[config.mk]
export PLATFORM = sky130hd
export DESIGN_NAME = cp0_intc_flat
export DESIGN_NICKNAME = d
export VERILOG_FILES = /design/src/rtl/cp0_intc_if.sv /design/src/rtl/cp0_intc.sv /design/src/flat_wrapper.sv
export SDC_FILE = /design/constraint.sdc
export NUM_CORES = 1
export LEC_CHECK = 0
export CORE_MARGIN = 3
export CORE_UTILIZATION = 43
export DETAILED_ROUTE_END_ITERATION = 8
export PLACE_DENSITY = 0.82
export REMOVE_ABC_BUFFERS = 1
export SLEW_MARGIN = 15
export SYNTH_ARGS = -nofsm -noshare
export SYNTH_HDL_FRONTEND = slang
export SYNTH_SLANG_ARGS = --single-unit
export TNS_END_PERCENT = 5
[constraint.sdc]
create_clock -name clk -period 2.59 [get_ports clk]
set_clock_uncertainty 0.1 [all_clocks]
set_input_delay 0.518 -clock clk [delete_from_list [all_inputs] [get_ports clk]]
set_output_delay 0.518 -clock clk [all_outputs]
set_load 0.02 [all_outputs]
[src/rtl/cp0_intc_if.sv]
// cp0_intc_if: pipeline-side bus of the CP0 interrupt/exception controller
interface cp0_intc_if #(
    parameter int NUM_IRQ = 6
);
    localparam int IW = NUM_IRQ > 1 ? $clog2(NUM_IRQ) : 1;
    logic [NUM_IRQ-1:0] hw_int;
    logic [4:0]         exc_code;
    logic [31:0]        exc_pc;
    logic               exc_bd;
    logic               eret;
    logic [4:0]         cp0_addr;
    logic               cp0_we;
    logic [31:0]        cp0_wdata;
    logic [31:0]        cp0_rdata;
    logic               int_req;
    logic [IW-1:0]      irq_id;
    logic [31:0]        epc;
    logic               exl;
    modport master (
        output hw_int, exc_code, exc_pc, exc_bd, eret, cp0_addr, cp0_we, cp0_wdata,
        input  cp0_rdata, int_req, irq_id, epc, exl
    );
    modport slave (
        input  hw_int, exc_code, exc_pc, exc_bd, eret, cp0_addr, cp0_we, cp0_wdata,
        output cp0_rdata, int_req, irq_id, epc, exl
    );
endinterface

[src/rtl/cp0_intc.sv]
// cp0_intc: CP0 exception/interrupt controller; define CP0_INTC_EDGE_EN for edge-mode lines (MODE/PCLR)
module cp0_intc #(
    parameter int          NUM_IRQ = 6,
    parameter logic [31:0] PRID    = 32'h0000_0700
) (
    input logic        clk,
    input logic        reset,
    cp0_intc_if.slave  bus
);
    localparam int IW = NUM_IRQ > 1 ? $clog2(NUM_IRQ) : 1;
    logic [NUM_IRQ-1:0] im, hw_q, ip, hit;
    logic               ie, exl_q, bd, irq, exc, take, wr, sr_wr;
    logic [4:0]         code;
    logic [31:0]        epc_q, pc_adj, sr_rd, cause_rd, mode_rd;
    logic [IW-1:0]      id;
    logic               unused_wdata;
    assign unused_wdata = ^bus.cp0_wdata;
    assign hit   = ip & im;
    assign irq   = |hit & ie & !exl_q;
    assign exc   = (bus.exc_code != 5'd0) & !exl_q;
    assign take  = irq | exc;
    assign wr    = bus.cp0_we & !take;
    assign sr_wr = wr && bus.cp0_addr == 5'd12;
    assign pc_adj = bus.exc_bd ? bus.exc_pc - 32'd4 : bus.exc_pc;
`ifdef CP0_INTC_EDGE_EN
    logic [NUM_IRQ-1:0] mode, pend, pclr;
    assign pclr = (wr && bus.cp0_addr == 5'd17) ? bus.cp0_wdata[NUM_IRQ-1:0] : '0;
    // Edge-mode pending latches: rising edge sets, PCLR clears, set wins a tie
    always_ff @(posedge clk or negedge reset) begin
        if (!reset) begin
            mode <= '0;
            pend <= '0;
        end else begin
            if (wr && bus.cp0_addr == 5'd16) mode <= bus.cp0_wdata[NUM_IRQ-1:0];
            pend <= (pend & ~pclr) | (bus.hw_int & ~hw_q & mode);
        end
    end
    assign ip      = (mode & pend) | (~mode & hw_q);
    assign mode_rd = 32'(mode);
`else
    assign ip      = hw_q;
    assign mode_rd = '0;
`endif
    // Sample lines, enter handler on int_req, serve mtc0 and eret
    always_ff @(posedge clk or negedge reset) begin
        if (!reset) begin
            hw_q  <= '0;
            im    <= '0;
            ie    <= 1'b0;
            exl_q <= 1'b0;
            bd    <= 1'b0;
            code  <= '0;
            epc_q <= '0;
        end else begin
            hw_q  <= bus.hw_int;
            exl_q <= take ? 1'b1 : bus.eret ? 1'b0 : sr_wr ? bus.cp0_wdata[1] : exl_q;
            if (sr_wr) begin
                im <= bus.cp0_wdata[10 +: NUM_IRQ];
                ie <= bus.cp0_wdata[0];
            end
            if (take) begin
                bd    <= bus.exc_bd;
                code  <= irq ? 5'd0 : bus.exc_code;
                epc_q <= {pc_adj[31:2], 2'b00};
            end else if (wr && bus.cp0_addr == 5'd14) begin
                epc_q <= bus.cp0_wdata;
            end
        end
    end
    // Lowest-index enabled pending line wins
    always_comb begin
        id = '0;
        for (int i = NUM_IRQ - 1; i >= 0; i--) if (hit[i]) id = IW'(i);
    end
    // Register read mux; unimplemented bits and addresses read 0
    always_comb begin
        sr_rd = '0;
        sr_rd[10 +: NUM_IRQ] = im;
        sr_rd[1] = exl_q;
        sr_rd[0] = ie;
        cause_rd = '0;
        cause_rd[31] = bd;
        cause_rd[10 +: NUM_IRQ] = ip;
        cause_rd[6:2] = code;
        case (bus.cp0_addr)
            5'd12:   bus.cp0_rdata = sr_rd;
            5'd13:   bus.cp0_rdata = cause_rd;
            5'd14:   bus.cp0_rdata = epc_q;
            5'd15:   bus.cp0_rdata = PRID;
            5'd16:   bus.cp0_rdata = mode_rd;
            default: bus.cp0_rdata = '0;
        endcase
    end
    assign bus.int_req = take;
    assign bus.irq_id  = irq ? id : '0;
    assign bus.epc     = epc_q;
    assign bus.exl     = exl_q;
endmodule

[src/flat_wrapper.sv]
// flat-port wrapper written by rule: the top's interface ports become plain ports
module cp0_intc_flat 
#(
    parameter int          NUM_IRQ = 6,
    parameter logic [31:0] PRID    = 32'h0000_0700
)
  (clk, reset, bus_hw_int, bus_exc_code, bus_exc_pc, bus_exc_bd, bus_eret, bus_cp0_addr, bus_cp0_we, bus_cp0_wdata, bus_cp0_rdata, bus_int_req, bus_irq_id, bus_epc, bus_exl);
  cp0_intc_if #(.NUM_IRQ(NUM_IRQ)) bus_i ();
  input logic clk;
  input logic reset;
  input wire logic [$bits(bus_i.hw_int)-1:0] bus_hw_int;
  input wire logic [$bits(bus_i.exc_code)-1:0] bus_exc_code;
  input wire logic [$bits(bus_i.exc_pc)-1:0] bus_exc_pc;
  input wire logic [$bits(bus_i.exc_bd)-1:0] bus_exc_bd;
  input wire logic [$bits(bus_i.eret)-1:0] bus_eret;
  input wire logic [$bits(bus_i.cp0_addr)-1:0] bus_cp0_addr;
  input wire logic [$bits(bus_i.cp0_we)-1:0] bus_cp0_we;
  input wire logic [$bits(bus_i.cp0_wdata)-1:0] bus_cp0_wdata;
  output wire logic [$bits(bus_i.cp0_rdata)-1:0] bus_cp0_rdata;
  output wire logic [$bits(bus_i.int_req)-1:0] bus_int_req;
  output wire logic [$bits(bus_i.irq_id)-1:0] bus_irq_id;
  output wire logic [$bits(bus_i.epc)-1:0] bus_epc;
  output wire logic [$bits(bus_i.exl)-1:0] bus_exl;
  assign bus_i.hw_int = bus_hw_int;
  assign bus_i.exc_code = bus_exc_code;
  assign bus_i.exc_pc = bus_exc_pc;
  assign bus_i.exc_bd = bus_exc_bd;
  assign bus_i.eret = bus_eret;
  assign bus_i.cp0_addr = bus_cp0_addr;
  assign bus_i.cp0_we = bus_cp0_we;
  assign bus_i.cp0_wdata = bus_cp0_wdata;
  assign bus_cp0_rdata = bus_i.cp0_rdata;
  assign bus_int_req = bus_i.int_req;
  assign bus_irq_id = bus_i.irq_id;
  assign bus_epc = bus_i.epc;
  assign bus_exl = bus_i.exl;
  cp0_intc #(.NUM_IRQ(NUM_IRQ), .PRID(PRID)) u_core (.clk(clk), .reset(reset), .bus(bus_i));
endmodule
---- Yosys cells after proc, flatten, opt, wreduce, memory -nomap -nowiden ----
Cells that the tools add are included.
operators by class
  $add $sub $neg .......................... 1
  eq/ne operators ......................... 4
  muxes and demuxes ....................... 15
  bitwise gates (word level) .............. 6
  reduce and logical (&&, ||, !) cells .... 8
operators with widths
  operator                                                              number
  32-bit case mux with 4 select lines                                   1
  32-bit two-way mux                                                    3
  32-bit by 3-bit subtractor with 32-bit output, second input constant  1
  3-bit two-way mux                                                     7
  5-bit by 4-bit == test with 1-bit output, second input constant       4
  6-bit bitwise AND                                                     1
  6-bit OR reduction                                                    1
  5-bit two-way mux                                                     1
  5-bit nonzero test                                                    1
  1-bit bitwise AND                                                     4
  1-bit two-way mux                                                     3
  3-bit nonzero test                                                    1
  1-bit logical AND                                                     2
  1-bit logical NOT                                                     2
  2-bit nonzero test                                                    1
  1-bit OR                                                              1
word-level totals
  flip-flop bits (word level) ............. 52
  input port bits ......................... 85
  output and inout bits ................... 69
  word-level logic and storage cells ...... 41

---- Depth between registers and ports, before layout ----
  word-level depth ........................ 11
  mapped depth ............................ 7
  mapped depth without buffers ............ 6

---- Least setup slack after synthesis ----
Ideal clock, no wire load.
  path type ............................... input to output
  start ................................... input bus_cp0_addr[0]
  end ..................................... output bus_cp0_rdata[8]
  arrival time ............................ 1.904 ns
  data required time ...................... 1.972 ns
  setup slack ............................. 0.068 ns
  stages on the path ...................... 6
  path buffers ............................ 3
  path through ............................ nor4bb_1 > clkbuf_1 > clkbuf_1 > clkbuf_1 > a21oi_1 > nor2_1
between the ends
  cells in the longest elaborated chain, start to end .. 2
  elaborated cells on any way between the ends .. 5
  those cells by class .................... 4 x eq/ne; 1 x mux
RTL lines
  what                                      line                source
  from (decl)                               flat_wrapper.sv:16  input wire logic [$bits(bus_i.cp0_addr)-1:0] bus_cp0_addr;
  5-bit by 4-bit == test with 1-bit output  cp0_intc.sv:85      case (bus.cp0_addr)
  32-bit case mux with 4 select lines (*)   cp0_intc.sv:85
  to (decl)                                 flat_wrapper.sv:19  output wire logic [$bits(bus_i.cp0_rdata)-1:0] bus_cp0_rdata;
Mark *: on every way between the ends. The rest lies on a longest branch, timed or not.

---- Final worst setup path ----
  start ................................... input bus_exc_pc[25]
  end ..................................... register u_core.epc_q[31], in the netlist u_core.bus.epc[31]
between the ends
  cells in the longest elaborated chain, start to end .. 3
RTL lines
  what                                           line                source
  from (decl)                                    flat_wrapper.sv:13  input wire logic [$bits(bus_i.exc_pc)-1:0] bus_exc_pc;
  32-bit by 3-bit subtractor with 32-bit output  cp0_intc.sv:24      assign pc_adj = bus.exc_bd ? bus.exc_pc - 32'd4 : bus.exc_pc;
  32-bit two-way mux                             cp0_intc.sv:24
  32-bit two-way mux                             cp0_intc.sv:61      if (take) begin
  to (signal assigned)                           cp0_intc.sv:64      epc_q <= {pc_adj[31:2], 2'b00};
  to (signal assigned)                           cp0_intc.sv:66      epc_q <= bus.cp0_wdata;
  to (decl)                                      cp0_intc.sv:14      logic [31:0] epc_q, pc_adj, sr_rd, cause_rd, mode_rd;
No other way between the ends.
A chain may end at the register's enable or synchronous reset.

==> implementation parameters <==
Parameter                              Value

Clocking
  Clock tree from TritonCTS    built
  TritonCTS buffer count    5
  Max Root-Sink Buffers    2
  Number of clock sinks    52
  Clock transition at path regs    0.10 ns
  Root buffer cell    clkbuf_8
  Clock network latency to the later pin of the worst-skew pair    0.31 ns
  Level count of the clock H-tree    2

Timing
  Transition time at the pin with the least slew margin    0.626 ns
  Max_slew headroom    58.2%
  Setup repair after global routing missed its margin    true
  PnR worst setup slack    0.0340 ns
  Final Max Tran Viols    0
  Max Clk Rate    391 MHz
  Final worst-path cycle share    98.7%
  Count of final hold-check violations    0
  Final worst path period need    2.56 ns
  Total setup violations reported at the end of the flow    0
  Sum of negative setup slack    0 ns

Placement
  Count of port buffers added during placement    151
  Worst slack after detailed placement    -0.612 ns
  Placer's final routability congestion estimate    0.874
  Placement-stage cell area    roughly 5500 µm²
  Detailed-placement wirelength estimate    approximately 9.7 mm

Yosys
  Sequential area share after synthesis    37.6%
  Post-synthesis instance area    3460 µm²
  Avg Cell Area, Syn    9.72 µm²
  Number of flops mapped to enable cells by yosys    0
  Portion of synthesized cell area occupied by the leading cell type    between 30 and 40%
  Count of distinct cell types in the synthesized netlist    53
  Yosys warning count    0
  Synth async-reset ratio    100%
  Biggest area consumer among synthesized cells    dfrtp_1
  Synth top area cells    dfrtp_1, mux2i_1, and3_1
  Instance count of the mapped netlist    between 300 and 400
  Number of synthesized register bits    52
  Synth Flop Type    dfrtp_1

Floorplan
  Initial standard-cell utilization of the core    44.6%
  Std-Cell Core Area    7770 µm²
  Number of rows created at floorplan    32
  Count of boundary I/O pins    ~150
  Full die area    9160 µm²
  Die extent in x    95.7 µm
  Die Y    around 96 µm

Setup path
  Critical path capture point    u_core.bus.epc[31]
  Origin of the worst setup path    bus_exc_pc[25]
  CP Capture Type    flip-flop
  End of the worst register-to-register path    u_core.im[2]
  Class of the most critical setup path    input port to flip-flop
  Startpoint type of the worst setup path    input port
  Source of the worst register-to-register timing path    u_core.hw_q[0]
  Req. time, crit path    2.73 ns
  Crit path arrival time    2.70 ns
  Reg2reg path depth    6
  Crit-path max FO    3
  Reg-to-reg setup timing slack    0.38 ns

Cells and area
  Fraction of final layout cells with drive strength greater than 1    26.4%
  Area taken by flip-flops and latches    1300 µm²
  Area used by multi-input combinational logic    2000 µm²
  Share of the core filled with cells    a little under three quarters
  Number of nets in the finished design    645
  Final Cell Area    5560 µm²
  Filler cell count in the final layout    roughly 620
  Synth-to-layout area growth    60.7%
  Count of inserted antenna diode cells    0

Detailed routing
  TritonRoute pass-1 iters    4
  Vias per cell    around 5.8
  Total number of vias    3811
  Aggregate routed wire length    12.3 mm
  Antenna-violating nets left    0
  Wire per inst    about 19 µm
  DRC errors left    0
  Drt first-iter violations    between 200 and 250

Run status
  Outcome    finished, final reports clean

Global routing
  GRT Util Overall    26.5%
  Number of antenna violations at the first check in global routing    0
  Maximum number of pins on one net before global-route repair    30
  Via count of the first global-routing pass    ~3.8k
  Global-route wire length before repair    between 15 and 20 mm
  Final global-route overflow total    0

Power
  Highest ir drop seen on vdd    0.404 mV
  Leakage power figure    between 2 and 3 nW
  Pwr/cell area    713 nW/µm²

Min path
  Worst min-delay path class    input port to async pin

Run
  Max Cap Viol    0
-- worst max-delay path, stage by stage --
cell and delay [ns]:
clkdlybuf4s50_1 0.42, or4_4 0.56, or4b_4 0.54, or4_1 0.48, a31oi_1 0.17
-- timing repair --
action,CTS,global route
gates resized for setup,130,31
endpoints found under the hold margin,0,0
setup buffers,1,0
pin swaps,2,2
setup endpoints to repair,36,39
hold buffers,0,0
-- cell families after synthesis --
group,count (synthesis),synth area share [%]
and+or+nand+nor,127,22.4
AOI/OAI and AO/OA,91,18.4
DFF,52,37.6
muxes,39,11.6
buffers and inverters,33,6.25
xor gates and xnor gates,13,3.29
adders and majority gates,1,0.361
-- power breakdown --
part           internal (mW)  switching [mW]
Sequential              1.14           0.283
Combinational          0.971            1.00
Clock                  0.286           0.286
-- flip-flops by register name (all words and copies together) (netlist names) --
name            cells
u_core.bd           1
u_core.bus.epc     32
u_core.bus.exl      1
u_core.code         5
u_core.hw_q         6
u_core.ie           1
u_core.im           6
-- layer usage --
layer | global-route usage [%] | routed length (µm) | vias to the layer above
li1 | - | - | 1786
met1 | 33.4 | 5180 | 1849
met2 | 47.1 | 6190 | 160
met3 | 4.69 | 826 | 16
met4 | 5.92 | 152 | 0
met5 | 0 | 0 | -
-- layout by cell type (no fill, tap or decap), types with 4 or more instances in the layout --
cell | Yosys | layout
buf_6 | 0 | 4
clkdlybuf4s50_1 | 0 | 110
a31oi_1 | 18 | 17
mux2_2 | 10 | 10
or4_1 | 7 | 6
a22oi_1 | 8 | 5
mux2i_1 | 29 | 29
buf_2 | 3 | 15
nand3_1 | 5 | 5
or3_1 | 7 | 7
o21ai_0 | 18 | 14
nor3_1 | 7 | 6
o31ai_1 | 10 | 10
a22o_1 | 6 | 6
dlygate4sd2_1 | 0 | 4
xnor2_1 | 5 | 5
xor2_1 | 8 | 8
clkbuf_8 | 2 | 5
clkdlybuf4s15_2 | 0 | 7
inv_1 | 5 | 5
a21o_1 | 4 | 4
nand2_1 | 14 | 14
a2111oi_0 | 16 | 16
and3_1 | 31 | 31
nor2_1 | 16 | 16
nand4_1 | 4 | 4
o21ai_1 | 0 | 4
a21oi_1 | 5 | 4
buf_4 | 1 | 77
dlymetal6s2s_1 | 0 | 4
dfrtp_1 | 52 | 52
-- cell type report --
cell class / count / area share [%]
sequential: 52 / 23.4
multi-input combinational: 271 / 35.9
clock inverter: 3 / 0.765
clock buffer: 5 / 1.24
inverter: 5 / 0.337
tap: 102 / 2.29
timing repair buffer: 224 / 36.1
-- synth_stat cells, types with 7 or more instances --
cell	instances
a22oi_1	8
or3_1	7
a31oi_1	18
a2111oi_0	16
o21ai_0	18
mux2i_1	29
nor3_1	7
or4_1	7
xor2_1	8
clkbuf_1	17
nand2_1	14
nor2_1	16
and3_1	31
dfrtp_1	52
mux2_2	10
o31ai_1	10
-- worst min-delay path by stage --
stage | start | to | slack, ns
6_report | reset | u_core.hw_q[5] | 0.11
5_1_grt | reset | u_core.im[4] | 0.14
4_1_cts | reset | u_core.im[4] | 0.12
3_5_place_dp | u_core.code[3] | u_core.code[3] | 0.37
3_3_place_gp | u_core.code[4] | u_core.code[4] | 0.37
2_1_floorplan | reset | u_core.bd | 0.12
-- stage by stage --
stage                     hold slack [ns]  instances  power [mW]
final                               0.113        662        3.97
after global routing                0.139        662        4.18
after CTS                           0.122        662        3.97
after detailed placement            0.374        653        3.41
after global placement              0.367        653        3.35
after floorplan                     0.122        328        2.32
No activity file was read; power rests on OpenSTA's default activity.
